### config.mk
export PLATFORM = sky130hd
export DESIGN_NAME = dmem_port_arbiter_flat
export DESIGN_NICKNAME = d
export VERILOG_FILES = /design/src/rtl/dmem_port_arbiter_if.sv /design/src/rtl/dmem_port_arbiter.sv /design/src/flat_wrapper.sv
export SDC_FILE = /design/constraint.sdc
export NUM_CORES = 1
export LEC_CHECK = 0
export ABC_AREA = 0
export CAP_MARGIN = 20
export CORE_MARGIN = 2
export CORE_UTILIZATION = 43
export CTS_CLUSTER_SIZE = 14
export DETAILED_ROUTE_END_ITERATION = 6
export HOLD_SLACK_MARGIN = 0.1
export MAX_ROUTING_LAYER = met4
export PLACE_DENSITY = 0.86
export SKIP_CTS_REPAIR_TIMING = 1
export SYNTH_ARGS = -nofsm -noshare
export SYNTH_HDL_FRONTEND = slang
export SYNTH_SLANG_ARGS = --single-unit
### constraint.sdc
create_clock -name Clk -period 9.87 [get_ports Clk]
set_input_delay 0.987 -clock Clk [delete_from_list [all_inputs] [get_ports Clk]]
set_output_delay 0.987 -clock Clk [all_outputs]
set_load 0.05 [all_outputs]
### src/rtl/dmem_port_arbiter_if.sv
// Bundle of requester-side and memory-side signals for dmem_port_arbiter.
// The arbiter takes the slave view; requesters and the memory model take the master view.
interface dmem_port_arbiter_if #(
    parameter int unsigned AW = 32,
    parameter int unsigned DW = 32
);
    logic          Req0;
    logic          Req1;
    logic          We0;
    logic          We1;
    logic [AW-1:0] Addr0;
    logic [AW-1:0] Addr1;
    logic [DW-1:0] WData0;
    logic [DW-1:0] WData1;
    logic          Gnt0;
    logic          Gnt1;
    logic          Done0;
    logic          Done1;
    logic [DW-1:0] RData0;
    logic [DW-1:0] RData1;
    logic [AW-1:0] MemAddress;
    logic [DW-1:0] MemWriteData;
    logic          MemRead;
    logic          MemWrite;
    logic [DW-1:0] MemReadData;

    modport slave (
        input  Req0, Req1, We0, We1, Addr0, Addr1, WData0, WData1, MemReadData,
        output Gnt0, Gnt1, Done0, Done1, RData0, RData1,
               MemAddress, MemWriteData, MemRead, MemWrite
    );

    modport master (
        output Req0, Req1, We0, We1, Addr0, Addr1, WData0, WData1, MemReadData,
        input  Gnt0, Gnt1, Done0, Done1, RData0, RData1,
               MemAddress, MemWriteData, MemRead, MemWrite
    );
endinterface

### src/rtl/dmem_port_arbiter.sv
// Round-robin arbiter/sequencer letting fetch (port 0) and LSU (port 1) share one
// data memory with MEM_LAT-cycle read latency; IDLE -> BUSY -> DONE per access.
module dmem_port_arbiter #(
    parameter int unsigned MEM_LAT = 1,
    parameter int unsigned AW      = 32,
    parameter int unsigned DW      = 32
) (
    input logic             Clk,
    input logic             Reset,
    dmem_port_arbiter_if.slave bus
);
    localparam int unsigned CW = 4;
    localparam logic [CW-1:0] CNT_INIT = CW'(MEM_LAT - 1);

    typedef enum logic [1:0] {
        S_IDLE = 2'd0,
        S_BUSY = 2'd1,
        S_DONE = 2'd2
    } state_t;

    state_t        state;
    state_t        state_nxt;
    logic          owner;
    logic          last;
    logic          we_q;
    logic [CW-1:0] cnt;
    logic [AW-1:0] addr_q;
    logic [DW-1:0] wdata_q;
    logic [DW-1:0] rdata0_q;
    logic [DW-1:0] rdata1_q;

    logic grant_c;
    logic gsel_c;
    logic owner_c;
    logic we_c;

    logic gnt0_nxt, gnt1_nxt, done0_nxt, done1_nxt, memread_nxt, memwrite_nxt;
    logic gnt0_q, gnt1_q, done0_q, done1_q, memread_q, memwrite_q;

    // State register
    always_ff @(posedge Clk or posedge Reset) begin
        if (Reset) state <= S_IDLE;
        else       state <= state_nxt;
    end

    // Next state and arbitration; ties go to the port not served last
    always_comb begin
        state_nxt = state;
        grant_c   = 1'b0;
        gsel_c    = 1'b0;
        case (state)
            S_IDLE: begin
                if (bus.Req0 || bus.Req1) begin
                    grant_c   = 1'b1;
                    gsel_c    = (bus.Req0 && bus.Req1) ? ~last : bus.Req1;
                    state_nxt = S_BUSY;
                end
            end
            S_BUSY: if (cnt == '0) state_nxt = S_DONE;
            S_DONE: state_nxt = S_IDLE;
            default: state_nxt = S_IDLE;
        endcase
    end

    // Output decode from the upcoming state so the registered strobes line up with it
    always_comb begin
        owner_c      = grant_c ? gsel_c : owner;
        we_c         = grant_c ? (gsel_c ? bus.We1 : bus.We0) : we_q;
        gnt0_nxt     = (state_nxt != S_IDLE) && !owner_c;
        gnt1_nxt     = (state_nxt != S_IDLE) &&  owner_c;
        done0_nxt    = (state_nxt == S_DONE) && !owner_c;
        done1_nxt    = (state_nxt == S_DONE) &&  owner_c;
        memread_nxt  = (state_nxt == S_BUSY) && !we_c;
        memwrite_nxt = grant_c && we_c;
    end

    // Access latches, latency counter and per-port read data
    always_ff @(posedge Clk or posedge Reset) begin
        if (Reset) begin
            owner    <= 1'b0;
            last     <= 1'b1;
            cnt      <= '0;
            we_q     <= 1'b0;
            addr_q   <= '0;
            wdata_q  <= '0;
            rdata0_q <= '0;
            rdata1_q <= '0;
        end else if (grant_c) begin
            owner   <= gsel_c;
            last    <= gsel_c;
            cnt     <= CNT_INIT;
            we_q    <= gsel_c ? bus.We1    : bus.We0;
            addr_q  <= gsel_c ? bus.Addr1  : bus.Addr0;
            wdata_q <= gsel_c ? bus.WData1 : bus.WData0;
        end else if (state == S_BUSY) begin
            if (cnt != '0) begin
                cnt <= cnt - CW'(1);
            end else if (!we_q) begin
                if (owner) rdata1_q <= bus.MemReadData;
                else       rdata0_q <= bus.MemReadData;
            end
        end
    end

    // Registered handshake and memory strobes
    always_ff @(posedge Clk or posedge Reset) begin
        if (Reset) begin
            gnt0_q     <= 1'b0;
            gnt1_q     <= 1'b0;
            done0_q    <= 1'b0;
            done1_q    <= 1'b0;
            memread_q  <= 1'b0;
            memwrite_q <= 1'b0;
        end else begin
            gnt0_q     <= gnt0_nxt;
            gnt1_q     <= gnt1_nxt;
            done0_q    <= done0_nxt;
            done1_q    <= done1_nxt;
            memread_q  <= memread_nxt;
            memwrite_q <= memwrite_nxt;
        end
    end

    assign bus.Gnt0         = gnt0_q;
    assign bus.Gnt1         = gnt1_q;
    assign bus.Done0        = done0_q;
    assign bus.Done1        = done1_q;
    assign bus.MemRead      = memread_q;
    assign bus.MemWrite     = memwrite_q;
    assign bus.MemAddress   = addr_q;
    assign bus.MemWriteData = wdata_q;
    assign bus.RData0       = rdata0_q;
    assign bus.RData1       = rdata1_q;

endmodule

### src/flat_wrapper.sv
// flat-port wrapper written by rule: the top's interface ports become plain ports
module dmem_port_arbiter_flat 
#(
    parameter int unsigned MEM_LAT = 1,
    parameter int unsigned AW      = 32,
    parameter int unsigned DW      = 32
)
  (Clk, Reset, bus_Req0, bus_Req1, bus_We0, bus_We1, bus_Addr0, bus_Addr1, bus_WData0, bus_WData1, bus_MemReadData, bus_Gnt0, bus_Gnt1, bus_Done0, bus_Done1, bus_RData0, bus_RData1, bus_MemAddress, bus_MemWriteData, bus_MemRead, bus_MemWrite);
  dmem_port_arbiter_if #(.AW(AW), .DW(DW)) bus_i ();
  input logic Clk;
  input logic Reset;
  input wire logic [$bits(bus_i.Req0)-1:0] bus_Req0;
  input wire logic [$bits(bus_i.Req1)-1:0] bus_Req1;
  input wire logic [$bits(bus_i.We0)-1:0] bus_We0;
  input wire logic [$bits(bus_i.We1)-1:0] bus_We1;
  input wire logic [$bits(bus_i.Addr0)-1:0] bus_Addr0;
  input wire logic [$bits(bus_i.Addr1)-1:0] bus_Addr1;
  input wire logic [$bits(bus_i.WData0)-1:0] bus_WData0;
  input wire logic [$bits(bus_i.WData1)-1:0] bus_WData1;
  input wire logic [$bits(bus_i.MemReadData)-1:0] bus_MemReadData;
  output wire logic [$bits(bus_i.Gnt0)-1:0] bus_Gnt0;
  output wire logic [$bits(bus_i.Gnt1)-1:0] bus_Gnt1;
  output wire logic [$bits(bus_i.Done0)-1:0] bus_Done0;
  output wire logic [$bits(bus_i.Done1)-1:0] bus_Done1;
  output wire logic [$bits(bus_i.RData0)-1:0] bus_RData0;
  output wire logic [$bits(bus_i.RData1)-1:0] bus_RData1;
  output wire logic [$bits(bus_i.MemAddress)-1:0] bus_MemAddress;
  output wire logic [$bits(bus_i.MemWriteData)-1:0] bus_MemWriteData;
  output wire logic [$bits(bus_i.MemRead)-1:0] bus_MemRead;
  output wire logic [$bits(bus_i.MemWrite)-1:0] bus_MemWrite;
  assign bus_i.Req0 = bus_Req0;
  assign bus_i.Req1 = bus_Req1;
  assign bus_i.We0 = bus_We0;
  assign bus_i.We1 = bus_We1;
  assign bus_i.Addr0 = bus_Addr0;
  assign bus_i.Addr1 = bus_Addr1;
  assign bus_i.WData0 = bus_WData0;
  assign bus_i.WData1 = bus_WData1;
  assign bus_i.MemReadData = bus_MemReadData;
  assign bus_Gnt0 = bus_i.Gnt0;
  assign bus_Gnt1 = bus_i.Gnt1;
  assign bus_Done0 = bus_i.Done0;
  assign bus_Done1 = bus_i.Done1;
  assign bus_RData0 = bus_i.RData0;
  assign bus_RData1 = bus_i.RData1;
  assign bus_MemAddress = bus_i.MemAddress;
  assign bus_MemWriteData = bus_i.MemWriteData;
  assign bus_MemRead = bus_i.MemRead;
  assign bus_MemWrite = bus_i.MemWrite;
  dmem_port_arbiter #(.MEM_LAT(MEM_LAT), .AW(AW), .DW(DW)) u_core (.Clk(Clk), .Reset(Reset), .bus(bus_i));
endmodule
==> flow_metrics.env <==
export IMPL_fmax_mhz=357.3
export IMPL_drt_iter0_markers=280
export IMPL_fin_crit_ns=2.799
export IMPL_dr_total_vias=4969
export IMPL_crit_chain="clkdlybuf4s50_1, o21a_1, or4b_4, mux2_4"
export IMPL_drt_antenna_violating_nets=0
export IMPL_grt_max_degree=89
export IMPL_routed_wirelength_um=18860
export IMPL_cts_tree="done"
export IMPL_cts_root_buf="clkbuf_16"
export IMPL_gr_total_overflow=0
export IMPL_worstMarginPinSlew_ns=0.8021
export IMPL_cp_startpoint="bus_Req1"
export IMPL_slew_limit_headroom=0.4653
export IMPL_cap_violations=0
export IMPL_cts_clk_slew_worst_paths_ns=0.06
export IMPL_io_pins=300
export IMPL_critical_path_top_delay_family="simple AND/OR/NAND/NOR gates"
export IMPL_grt_pass1_vias=5260
export IMPL_setup_violations_final=0
export IMPL_skew_ns=0.008601
export IMPL_worstHoldPathType="reg2reg"
export IMPL_grt_pass1_wl_um=28820
export IMPL_port_buffers=299
export IMPL_clk_latency_ns=0.41
export IMPL_slowest_delay_ns=0.83
export IMPL_min_from="u_core.last"
export IMPL_cts_sinks=143
export IMPL_pwr_density_cell_nw_per_um2=415.6
export IMPL_syn_inst=420
export IMPL_firstDrtPassIters=4
export IMPL_stdcell_count=902
export IMPL_synthArstFlopShare=1.000
export IMPL_synth_edf_count=0
export IMPL_htree_levels=4
export IMPL_critical_path_class="in2reg"
export IMPL_ys_warnings_count=0
export IMPL_die_area_um2=14840
export IMPL_ys_flop_type="dfrtp_1"
export IMPL_ctsLongestPathBuffers=2
export IMPL_end_kind="flop"
export IMPL_yosysSeqAreaShare=0.5997
export IMPL_area_growth_pct=61.35
export IMPL_cp_slowest_cell="or4b_4"
export IMPL_required_ns=10.16
export IMPL_die_height_um=121.8
export IMPL_dp_cells=868
export IMPL_startpoint_type="input port"
export IMPL_synth_avg_cell_area_um2=14.21
export IMPL_status="finished, final reports clean"
export IMPL_drc=0
export IMPL_vdd_drop_max_uv=206.8
export IMPL_antenna_found_initial=1
export IMPL_ys_types=32
export IMPL_p_leak_nw=4.329
export IMPL_synth_nets=588
export IMPL_start_util=0.4351
export IMPL_numCtsBuffers=17
export IMPL_crit_fanout=32
export IMPL_yosys_register_bits=143
export IMPL_hpwlAfterDp_um=12740
export IMPL_drive_gt1_frac=0.1512
export IMPL_grt_setup_unrepaired="false"
export IMPL_path_buf_inv=1
export IMPL_die_w_um=121.8
export IMPL_nets=876
export IMPL_wl_per_cell_um=20.91
export IMPL_grt_usage=0.2630
export IMPL_hold_viol_final=0
export IMPL_post_route_util=0.7021
export IMPL_finalCritPeriodShare=0.2836
export IMPL_core_area_um2=13720
export IMPL_place_congestion=0.9078
export IMPL_regToRegStartpoint="u_core.cnt[0]"
export IMPL_viasPerCell=5.509
export IMPL_power_mw=4.003
export IMPL_num_rows=43
export IMPL_finalSetupTns_ns=0
export IMPL_synth_area_um2=5969
export IMPL_drv_slew=0
export IMPL_cp_arrival_ns=3.09
synth_stat cells (all sizes together) (4+ instances only):
library cell  number  area share
dfrtp            142        0.60
and3              65       0.068
a221o             64        0.11
mux2              64        0.14
clkbuf            26       0.016
buf               10       0.020
nand2              8      0.0055
nor2               7      0.0044
a21oi              6      0.0050
inv                6      0.0038
nand2b             4      0.0042
sequential cells by signal (all words and copies together) (netlist names), 2 cells and up:
| register | flops |
|---|---|
| u_core.cnt | 4 |
| u_core.state | 2 |
| u_core.bus.RData0 | 32 |
| u_core.bus.RData1 | 32 |
| u_core.bus.MemAddress | 32 |
| u_core.bus.MemWriteData | 32 |
power by group:
group / total, mW / switching [mW] / internal, mW
logic: 2.32 / 1.45 / 0.867
registers: 1.06 / 0.181 / 0.880
clock network: 0.622 / 0.267 / 0.355
total: 4.00 / 1.90 / 2.10
through the flow:
step | cell area, um2 | hold slack [ns] | worst slack, ns
after floorplan | 5969 | 0.4435 | 5.047
after CTS | 9609 | 0.4729 | 6.826
final | 9632 | 0.4890 | 7.071
after detailed placement | 9032 | 0.4619 | 6.388
after global placement | 9032 | 0.4544 | 6.494
after global routing | 9632 | 0.5074 | 7.051
path summary, 6_finish.rpt:
path                                               to  slack [ns]  cells past startpoint
max                              u_core.bus.RData1[2]        7.07                      4
min                                       u_core.last        0.49                      2
max reg2reg                      u_core.bus.RData1[2]        7.57                      6
min reg2reg                               u_core.last        0.49                      2
max in group asynchronous  u_core.bus.MemWriteData[0]        7.50                      3
min in group asynchronous        u_core.bus.RData1[9]        1.11                      2
area by class of cell:
class	instances	area [um2]
Timing Repair Buffer	305	3050
Multi-Input combinational cell	235	2170
Clock inverter	15	151.4
Clock buffer	17	425.4
Fill cell	914	4088
Sequential cell	143	3580
Antenna cell	1	2.502
Inverter	6	27.53
Tap cell	180	225.2
cell usage in the layout (no fill, tap or decap), drive strengths merged, types with 2 or more instances in the layout:
master / netlist / final
nor2: 7 / 7
buf: 10 / 6
mux2: 64 / 64
clkbuf: 26 / 17
ha: 2 / 2
mux2i: 2 / 2
a221o: 64 / 64
clkinvlp: 0 / 5
and3: 65 / 65
nand2: 8 / 8
clkinv: 0 / 2
a21oi: 6 / 6
inv: 6 / 13
or4: 2 / 2
nand2b: 4 / 4
clkdlybuf4s50: 0 / 299
dfrtp: 142 / 142
logic make-up after synthesis:
kind of cell             Yosys count  share of synthesized area
flip-flops                       143                     0.5997
AND/OR/NAND/NOR                   91                    0.09327
AO/OA/AOI/OAI                     75                     0.1186
multiplexers                      66                     0.1429
buffers and inverters             42                    0.03982
adder cells (fa/ha/maj)            2                   0.004191
XOR/XNOR                           1                   0.001467
layer usage:
layer,up-vias,track usage,part of all wire
li1,2176,-,-
met1,2501,0.2988,0.38
met2,264,0.4403,0.51
met3,28,0.07350,0.082
met4,0,0.1056,0.024
met5,-,-,0
tightest hold or removal path, stage by stage (launching register included):
cell and delay (ns):
dfstp_2 0.38, nand2_1 0.06, nand2_1 0.05
Note: power is estimated with default switching activity, not from simulation.
